==> src/rtl/mem_pkg.sv <==
// Shared encodings and payload types for the MEM stage: access kinds, funct3 sizes,
// FSM states, bus request payload and MEM/WB register contents.
package mem_pkg;

  localparam int unsigned XLEN = 32;

  localparam logic [1:0] MC_NONE  = 2'b00;
  localparam logic [1:0] MC_LOAD  = 2'b01;
  localparam logic [1:0] MC_STORE = 2'b10;

  localparam logic [2:0] F3_B  = 3'b000;
  localparam logic [2:0] F3_H  = 3'b001;
  localparam logic [2:0] F3_W  = 3'b010;
  localparam logic [2:0] F3_BU = 3'b100;
  localparam logic [2:0] F3_HU = 3'b101;

  typedef enum logic {
    S_IDLE = 1'b0,
    S_WAIT = 1'b1
  } state_e;

  typedef struct packed {
    logic            we;
    logic [XLEN-1:0] addr;
    logic [XLEN-1:0] wdata;
    logic [3:0]      be;
  } mem_bus_t;

  typedef struct packed {
    logic            regwrite;
    logic [1:0]      resultsrc;
    logic [XLEN-1:0] aluresult;
    logic [XLEN-1:0] readdata;
    logic [4:0]      rd;
    logic [XLEN-1:0] pc_next;
    logic            fault;
  } wb_t;

endpackage

==> src/rtl/load_store_align.sv <==
// Combinational byte-lane logic: store replication and enables, load extract/extend,
// and detection of illegal or misaligned accesses.
module load_store_align
  import mem_pkg::*;
(
  input  logic [1:0]      mem_con_i,
  input  logic [2:0]      funct3_i,
  input  logic [1:0]      addr_lo_i,
  input  logic [XLEN-1:0] store_data_i,
  input  logic [XLEN-1:0] rdata_i,
  output logic            bad_c_o,
  output logic [3:0]      be_c_o,
  output logic [XLEN-1:0] wdata_c_o,
  output logic [XLEN-1:0] load_data_c_o
);

  logic        is_load;
  logic        is_store;
  logic        legal;
  logic        misalign;
  logic [15:0] shifted;

  always_comb begin
    is_load       = (mem_con_i == MC_LOAD);
    is_store      = (mem_con_i == MC_STORE);
    misalign      = 1'b0;
    be_c_o        = 4'b1111;
    wdata_c_o     = store_data_i;
    load_data_c_o = rdata_i;
    shifted       = 16'(rdata_i >> {addr_lo_i, 3'b000});

    // funct3[1:0] encodes the access size for both loads and stores
    case (funct3_i[1:0])
      2'b00: begin
        be_c_o    = 4'b0001 << addr_lo_i;
        wdata_c_o = {4{store_data_i[7:0]}};
      end
      2'b01: begin
        be_c_o    = addr_lo_i[1] ? 4'b1100 : 4'b0011;
        wdata_c_o = {2{store_data_i[15:0]}};
        misalign  = addr_lo_i[0];
      end
      default: misalign = (addr_lo_i != 2'b00);
    endcase

    case (funct3_i)
      F3_B:    load_data_c_o = {{24{shifted[7]}}, shifted[7:0]};
      F3_BU:   load_data_c_o = {24'd0, shifted[7:0]};
      F3_H:    load_data_c_o = {{16{shifted[15]}}, shifted[15:0]};
      F3_HU:   load_data_c_o = {16'd0, shifted[15:0]};
      default: load_data_c_o = rdata_i;
    endcase

    if (is_load)
      legal = (funct3_i == F3_B) || (funct3_i == F3_H) || (funct3_i == F3_W) ||
              (funct3_i == F3_BU) || (funct3_i == F3_HU);
    else
      legal = (funct3_i == F3_B) || (funct3_i == F3_H) || (funct3_i == F3_W);

    bad_c_o = (is_load || is_store) && (!legal || misalign);
  end

endmodule

==> src/rtl/mem_access_unit.sv <==
// MEM stage: turns EX/MEM load/store requests into req/ack bus transactions,
// stalls the pipeline while waiting, and registers the MEM/WB values.
module mem_access_unit
  import mem_pkg::*;
#(
  parameter int unsigned TIMEOUT = 255
) (
  input  logic            clk,
  input  logic            rst,
  input  logic            RegWrite_EX,
  input  logic [1:0]      ResultSrc_EX,
  input  logic [1:0]      Mem_Con_EX,
  input  logic [2:0]      funct3_EX,
  input  logic [XLEN-1:0] ALUresult_EX,
  input  logic [XLEN-1:0] data2_EX,
  input  logic [4:0]      rd_EX,
  input  logic [XLEN-1:0] PC_next_EX,
  output logic            stall,
  output logic            mem_req,
  output logic            mem_we,
  output logic [XLEN-1:0] mem_addr,
  output logic [XLEN-1:0] mem_wdata,
  output logic [3:0]      mem_be,
  input  logic            mem_ack,
  input  logic [XLEN-1:0] mem_rdata,
  output logic            RegWrite_MEM,
  output logic [1:0]      ResultSrc_MEM,
  output logic [XLEN-1:0] ALUresult_MEM,
  output logic [XLEN-1:0] ReadData_MEM,
  output logic [4:0]      rd_MEM,
  output logic [XLEN-1:0] PC_next_MEM,
  output logic            fault_MEM
);

  localparam int unsigned CNT_W = (TIMEOUT > 2) ? $clog2(TIMEOUT) : 1;

  state_e           state_q, state_d;
  logic [CNT_W-1:0] cnt_q, cnt_d;
  logic             req_q, req_d;
  mem_bus_t         bus_q, bus_d;
  wb_t              wb_q, wb_d;
  wb_t              wb_cap;
  logic             stall_c;
  logic             access;
  logic             is_load;
  logic             timeout_hit;
  logic             bad_c;
  logic [3:0]       be_c;
  logic [XLEN-1:0]  wdata_c;
  logic [XLEN-1:0]  load_data_c;

  load_store_align u_align (
    .mem_con_i     (Mem_Con_EX),
    .funct3_i      (funct3_EX),
    .addr_lo_i     (ALUresult_EX[1:0]),
    .store_data_i  (data2_EX),
    .rdata_i       (mem_rdata),
    .bad_c_o       (bad_c),
    .be_c_o        (be_c),
    .wdata_c_o     (wdata_c),
    .load_data_c_o (load_data_c)
  );

  assign is_load     = (Mem_Con_EX == MC_LOAD);
  assign access      = is_load || (Mem_Con_EX == MC_STORE);
  assign timeout_hit = (TIMEOUT != 0) && (cnt_q == CNT_W'(TIMEOUT - 1));

  always_ff @(posedge clk or negedge rst) begin
    if (!rst) begin
      state_q <= S_IDLE;
      cnt_q   <= '0;
      req_q   <= 1'b0;
      bus_q   <= '0;
      wb_q    <= '0;
    end else begin
      state_q <= state_d;
      cnt_q   <= cnt_d;
      req_q   <= req_d;
      bus_q   <= bus_d;
      wb_q    <= wb_d;
    end
  end

  always_comb begin
    state_d = state_q;
    cnt_d   = cnt_q;
    req_d   = req_q;
    bus_d   = bus_q;
    wb_d    = wb_q;
    stall_c = 1'b0;
    wb_cap  = '{regwrite: RegWrite_EX, resultsrc: ResultSrc_EX, aluresult: ALUresult_EX,
                readdata: '0, rd: rd_EX, pc_next: PC_next_EX, fault: 1'b0};

    case (state_q)
      S_IDLE: begin
        if (access && !bad_c) begin
          stall_c     = 1'b1;
          state_d     = S_WAIT;
          req_d       = 1'b1;
          cnt_d       = '0;
          bus_d       = '{we: !is_load, addr: {ALUresult_EX[XLEN-1:2], 2'b00},
                          wdata: wdata_c, be: be_c};
          wb_d.regwrite = 1'b0;
          wb_d.fault    = 1'b0;
        end else begin
          // Non-memory ops and rejected accesses flow straight through
          wb_d          = wb_cap;
          wb_d.regwrite = RegWrite_EX && !bad_c;
          wb_d.fault    = bad_c;
        end
      end
      S_WAIT: begin
        if (mem_ack) begin
          wb_d = wb_cap;
          if (is_load) wb_d.readdata = load_data_c;
          req_d   = 1'b0;
          state_d = S_IDLE;
          cnt_d   = '0;
        end else if (timeout_hit) begin
          wb_d          = wb_cap;
          wb_d.regwrite = 1'b0;
          wb_d.fault    = 1'b1;
          req_d         = 1'b0;
          state_d       = S_IDLE;
          cnt_d         = '0;
        end else begin
          stall_c       = 1'b1;
          cnt_d         = cnt_q + CNT_W'(1);
          wb_d.regwrite = 1'b0;
          wb_d.fault    = 1'b0;
        end
      end
      default: state_d = S_IDLE;
    endcase
  end

  // Stall must fall with reset even though the EX/MEM inputs may still hold a request
  assign stall         = stall_c && rst;
  assign mem_req       = req_q;
  assign mem_we        = bus_q.we;
  assign mem_addr      = bus_q.addr;
  assign mem_wdata     = bus_q.wdata;
  assign mem_be        = bus_q.be;
  assign RegWrite_MEM  = wb_q.regwrite;
  assign ResultSrc_MEM = wb_q.resultsrc;
  assign ALUresult_MEM = wb_q.aluresult;
  assign ReadData_MEM  = wb_q.readdata;
  assign rd_MEM        = wb_q.rd;
  assign PC_next_MEM   = wb_q.pc_next;
  assign fault_MEM     = wb_q.fault;

endmodule

==> config.mk <==
export PLATFORM = sky130hd
export DESIGN_NAME = mem_access_unit
export DESIGN_NICKNAME = d
export VERILOG_FILES = /design/src/rtl/mem_pkg.sv /design/src/rtl/load_store_align.sv /design/src/rtl/mem_access_unit.sv
export SDC_FILE = /design/constraint.sdc
export NUM_CORES = 1
export LEC_CHECK = 0
export ABC_AREA = 1
export CAP_MARGIN = 20
export CORE_ASPECT_RATIO = 0.8
export CORE_UTILIZATION = 25
export CTS_BUF_LIST = sky130_fd_sc_hd__clkbuf_16
export CTS_CLUSTER_DIAMETER = 50
export DETAILED_ROUTE_END_ITERATION = 6
export PLACE_DENSITY = 0.6
export SYNTH_ARGS = -nofsm -noshare
export SYNTH_HDL_FRONTEND = slang
export SYNTH_SLANG_ARGS = --single-unit
==> constraint.sdc <==
create_clock -name clk -period 2.14 [get_ports clk]
set_input_delay 0.214 -clock clk [delete_from_list [all_inputs] [get_ports clk]]
set_output_delay 0.214 -clock clk [all_outputs]
set_load 0.02 [all_outputs]
# ---- Word-level counts from Yosys, hierarchy flattened
# Cells that the tools add are included.
dict set report word_totals {
  ff_bits 182
  in_bits 144
}
dict set report op_classes {
  addsub 1
  eq_ne 11
  shift 2
  n_mux 26
  bitwise 1
  reduce_logical 19
}
# op count
set op_table {}
lappend op_table {{$pmux W105 S2} 1}
lappend op_table {{$mux W103} 2}
lappend op_table {{$pmux W32 S4} 1}
lappend op_table {{$mux W105} 1}
lappend op_table {{$pmux W32 S2} 1}
lappend op_table {{$mux W32} 1}
lappend op_table {{$shr A32 B5 Y16} 1}
lappend op_table {{$mux W8} 3}
lappend op_table {{$pmux W8 S2} 1}
lappend op_table {{$mux W1} 10}
lappend op_table {{$add A8 B1 Y8 const B} 1}
lappend op_table {{$eq A8 B8 Y1 const B} 1}
lappend op_table {{$pmux W4 S2} 1}
lappend op_table {{$eq A3 B3 Y1 const B} 2}
lappend op_table {{$logic_or A1 B1 Y1} 6}
lappend op_table {{$pmux W1 S2} 3}
lappend op_table {{$reduce_and A2 Y1} 3}
lappend op_table {{$eq A2 B1 Y1 const B} 2}
lappend op_table {{$logic_and A1 B1 Y1} 4}
lappend op_table {{$mux W4} 1}
lappend op_table {{$ne A2 B2 Y1 const B} 2}
lappend op_table {{$shl A1 B2 Y4 const A} 1}
lappend op_table {{$eq A3 B1 Y1 const B} 1}
lappend op_table {{$eq A3 B2 Y1 const B} 1}
lappend op_table {{other kinds (7)} 9}

# ---- Logic depth before layout (Yosys ltp)
dict set report depth {
  depth_word 14
  mapped_depth 12
}

# ---- Hierarchy
# Synthesis repeated with hierarchy kept, for this count alone.
dict set report unflattened {
  hier_cells 955
  hier_area_um2 8543.2
}
# mod instances cells_per_inst area_per_inst_um2 seq_area_each_um2
set by_module_without_submodules {}
lappend by_module_without_submodules {mem_access_unit 1 678 7204.4 4554.4}
lappend by_module_without_submodules {load_store_align 1 277 1338.8 0.0}

# ---- Worst setup path before layout
# OpenSTA, ideal clock, no wires.
dict set report synth_timing {
  kind {input to output}
  startpoint {input port Mem_Con_EX[1]}
  endpoint {output port stall}
  arrival_time_ns 1.580
  required_ns 1.926
  path_slack_ns 0.346
  stages 6
  n_path_buf 1
  cell_sequence {inv_1 ha_1 nor2_1 nand3_4 buf_2 a21boi_0}
}
dict set report synth_via {
  elab_chain_len 10
}
# item line_no
set synth_lines {}
lappend synth_lines {{from (decl)} mem_access_unit.sv:12} ;# input logic [1:0] Mem_Con_EX,
lappend synth_lines {{$eq A2 B1 Y1} {load_store_align.sv:24, mem_access_unit.sv:64}}
lappend synth_lines {{$mux W1} load_store_align.sv:54} ;# if (is_load)
lappend synth_lines {{$logic_not A1 Y1} load_store_align.sv:60} ;# bad_c_o = (is_load || is_store) && (!legal || misalign);
lappend synth_lines {{$logic_or A1 B1 Y1} load_store_align.sv:60}
lappend synth_lines {{$logic_and A1 B1 Y1} load_store_align.sv:60}
lappend synth_lines {{$logic_not A1 Y1} mem_access_unit.sv:96} ;# if (access && !bad_c) begin
lappend synth_lines {{$logic_and A1 B1 Y1 *} mem_access_unit.sv:96}
lappend synth_lines {{$mux W1 *} mem_access_unit.sv:96}
lappend synth_lines {{$pmux W1 S2 *} mem_access_unit.sv:94} ;# case (state_q)
lappend synth_lines {{$logic_and A1 B1 Y1 *} mem_access_unit.sv:138} ;# assign stall = stall_c && rst;
lappend synth_lines {{to (decl)} mem_access_unit.sv:18} ;# output logic stall,
# Every way passes the cells marked *; elsewhere a longest branch is shown, timed or not.

# ---- Worst setup path in the final report
dict set report layout_timing {
  startpoint {register cnt_q[0]}
  endpoint {output port stall}
}
dict set report layout_via {
  elab_chain_len 5
}
# item line_no
set layout_lines {}
lappend layout_lines {{from (decl)} mem_access_unit.sv:38} ;# logic [CNT_W-1:0] cnt_q, cnt_d;
lappend layout_lines {{from (signal assigned)} mem_access_unit.sv:77} ;# cnt_q <= cnt_d;
lappend layout_lines {{$eq A8 B8 Y1} mem_access_unit.sv:66} ;# assign timeout_hit = (TIMEOUT != 0) && (cnt_q == CNT_W'(TIMEOUT - 1));
lappend layout_lines {{$mux W1} mem_access_unit.sv:119} ;# end else if (timeout_hit) begin
lappend layout_lines {{$mux W1} mem_access_unit.sv:113} ;# if (mem_ack) begin
lappend layout_lines {{$pmux W1 S2} mem_access_unit.sv:94}
lappend layout_lines {{$logic_and A1 B1 Y1} mem_access_unit.sv:138}
# No other way between the ends.

==> impl_metrics.json <==
{
  "status": "complete, no violations",
  "antenna_found_initial": 0,
  "areaGrowthSynthToFinish_pct": 51.9,
  "yosysWarnings": 0,
  "leakagePower_uw": 0.00615,
  "clock_latency_ps": 430,
  "chipHeight_um": 165,
  "viasPerCell": 4.36,
  "ys_types": 26,
  "fin_area_um2": 12600,
  "totalPowerFinal_uw": 11300,
  "io_buffers": 317,
  "dieWidth_um": 206,
  "drive_gt1_share_pct": 6.20,
  "arrival_ps": 1800,
  "syn_inst": 1042,
  "gp_congestion": 0.835,
  "syn-cell-area_um2": 8310,
  "cts_tree": "yes",
  "cts_buffers": 17,
  "powerDensity_nw_per_um2": 892,
  "min_to": "fault_MEM",
  "synth_area_leader_cell": "dfrtp_1",
  "cts_max_path_buffers": 2,
  "hold_viol_final": 0,
  "worst-r2r-cell-count": 11,
  "ys_ff_latch": 182,
  "grt_max_degree": 114,
  "max_stage_delay_ps": 380,
  "grt_pass1_vias": 7499,
  "start_kind": "flop",
  "slew_violations": 0,
  "r2r_end": "ReadData_MEM[28]",
  "crit_fanout": 4,
  "final_cell_mix": "nand2_1, clkdlybuf4s50_1, dfrtp_1",
  "layout.nets": 1506,
  "rsz0062_at_grt": "true",
  "path_buf_inv": 3,
  "ant_nets": 0,
  "min_delay_path_depth": 7,
  "rows": 59,
  "ios": 320,
  "fin_skew_ps": 11.3,
  "wl_um": 27100,
  "dpl_cell_area_um2": 12000,
  "setup_ws_ps": 122,
  "antennaDiodeCount": 0,
  "clk_pin_slew_ps": 70,
  "min_from": "funct3_EX[1]",
  "die-area_um2": 34000,
  "fmax_mhz": 496,
  "pre_cts_slack_ps": -318,
  "ys_seq_area_share_pct": 54.8,
  "dpl.hpwl_um": 19400,
  "netlist.area_leader.share_pct": 54.8,
  "critical_path.top_delay_family": "flip-flops",
  "end_kind": "primary output",
  "r2r_slack_ps": 210,
  "track_usage_pct": 15.9,
  "r2r_start": "cnt_q[0]",
  "slowest_stage": "dfrtp_1",
  "period_minus_slack_ps": 2020,
  "final_common_cell": "nand2_1",
  "start_util_pct": 25.5,
  "hold_class": "input port to flop",
  "htree_levels": 4,
  "drt_pass1_iterations": 5,
  "final.period_utilization_pct": 94.3,
  "slew_headroom_pct": 39.5,
  "drtIter0Drc": 454,
  "worstMarginPinSlew_ps": 907,
  "drc": 0,
  "cp.required_ps": 1930,
  "postSynthAreaPerCell_um2": 7.98,
  "wire_per_inst_um": 15.1,
  "fillers": 3369,
  "dp.cells": 1766,
  "path_class": "flop to primary output",
  "regArea_um2": 4550,
  "crit_chain": "inv_1, ha_1, nand3_1, nor3_4, inv_2, nand2_2, a21boi_1, buf_4",
  "vias": 7832,
  "coreArea_um2": 32600,
  "cap_viol_max_count": 0,
  "stdcell_count": 1798,
  "cts-root-buf": "clkbuf_16",
  "overflow": 0,
  "multi_input_area_um2": 3180,
  "max-vdd-ir-drop_mv": 0.540,
  "cts_sinks": 182,
  "cp_num_cells": 8,
  "grt_pass1_wl_um": 41900,
  "synthTopCellsByArea": "dfrtp_1, nand2_1, nand3_1, o21ai_0, nor2_1",
  "setup_viol": 0
}
-- final cells by class --
class / count / share of cell area (%)
clock buffers: 17 / 3.37
inverters: 58 / 1.73
repair buffers: 358 / 28.3
multi-input cells: 742 / 25.2
well taps: 427 / 4.23
clock inverters: 14 / 1.08
flip-flops and latches: 182 / 36.1
-- logic make-up after synthesis --
group / Yosys count / share of synthesized area [%]
buffers and inverters: 119 / 7.09
adders and majority gates: 3 / 0.452
AOI/OAI and AO/OA: 109 / 6.65
DFF: 182 / 54.8
and+or+nand+nor: 625 / 30.6
other: 1 / 0.0451
xor gates and xnor gates: 3 / 0.316
-- cell usage after synthesis --
master and number:
nand2_1 442, dfrtp_1 182, nand3_1 110, o21ai_0 79, nor2_1 60, inv_1 56
a21oi_1 26, buf_2 21, buf_4 17, clkbuf_1 16, buf_6 7, nand2_2 7
ha_1 3, xor2_1 3, inv_2 2, a211oi_1 1, a21boi_0 1, conb_1 1
nand3_2 1, nand3_4 1, nand4_1 1, nor2_4 1, nor3_4 1, o21ai_1 1
o21bai_1 1, or2_2 1
-- stage by stage --
step,utilization (%),TNS [ps],hold slack [ps]
3_5_place_dp,36.9,-7560,398
2_1_floorplan,-,0,-81.6
3_3_place_gp,36.9,-9040,399
5_1_grt,38.7,-14.7,320
6_report,38.7,0,314
4_1_cts,38.6,0,293
-- what timing repair did --
action / 4_1_cts / 5_1_grt
endpoints found under the hold margin: 113 / 0
gates resized for setup: 6 / 6
hold buffers: 1 / 0
buffers inserted: 0 / 0
endpoints found under the setup margin: 102 / 102
-- worst max path at each step --
stage                  startpoint               end  slack (ps)
global placement    Mem_Con_EX[1]             stall        -220
detailed placement  Mem_Con_EX[1]             stall        -320
finish                   cnt_q[0]             stall         120
CTS                      cnt_q[0]  ReadData_MEM[24]           7
floorplan           Mem_Con_EX[1]             stall         350
global route             cnt_q[0]             stall         -10
-- report_power, final --
part | total (uW) | internal, uW | switching [uW]
Clock | 3150 | 1710 | 1430
Sequential | 4410 | 4070 | 340
Combinational | 3700 | 1720 | 1990
Total | 11300 | 7500 | 3760
-- flip-flops by register name, indices dropped and copies added, names as in the netlist, 2 cells and up --
name,count
mem_addr,30
ReadData_MEM,32
rd_MEM,5
ALUresult_MEM,32
PC_next_MEM,32
ResultSrc_MEM,2
mem_be,4
mem_wdata,32
cnt_q,8
-- routing by layer --
metal	vias up	track usage (%)	part of all wire, %
li1	3904	-	-
met1	3670	21.9	47
met2	241	24.3	45
met3	17	4.85	7.6
met4	0	4.11	1.2
met5	-	0	0
-- worst reg2reg max path, cell delays in order, from the launching register on --
cell and delay [ps]:
dfrtp_1 400, inv_1 90, ha_1 150, nand3_1 110, nor3_4 170, inv_2 90
nand2_2 90, buf_12 240, nand2_8 130, buf_4 220, nand2_1 80, nand2_1 50
No activity file was read; power rests on OpenSTA's default activity.
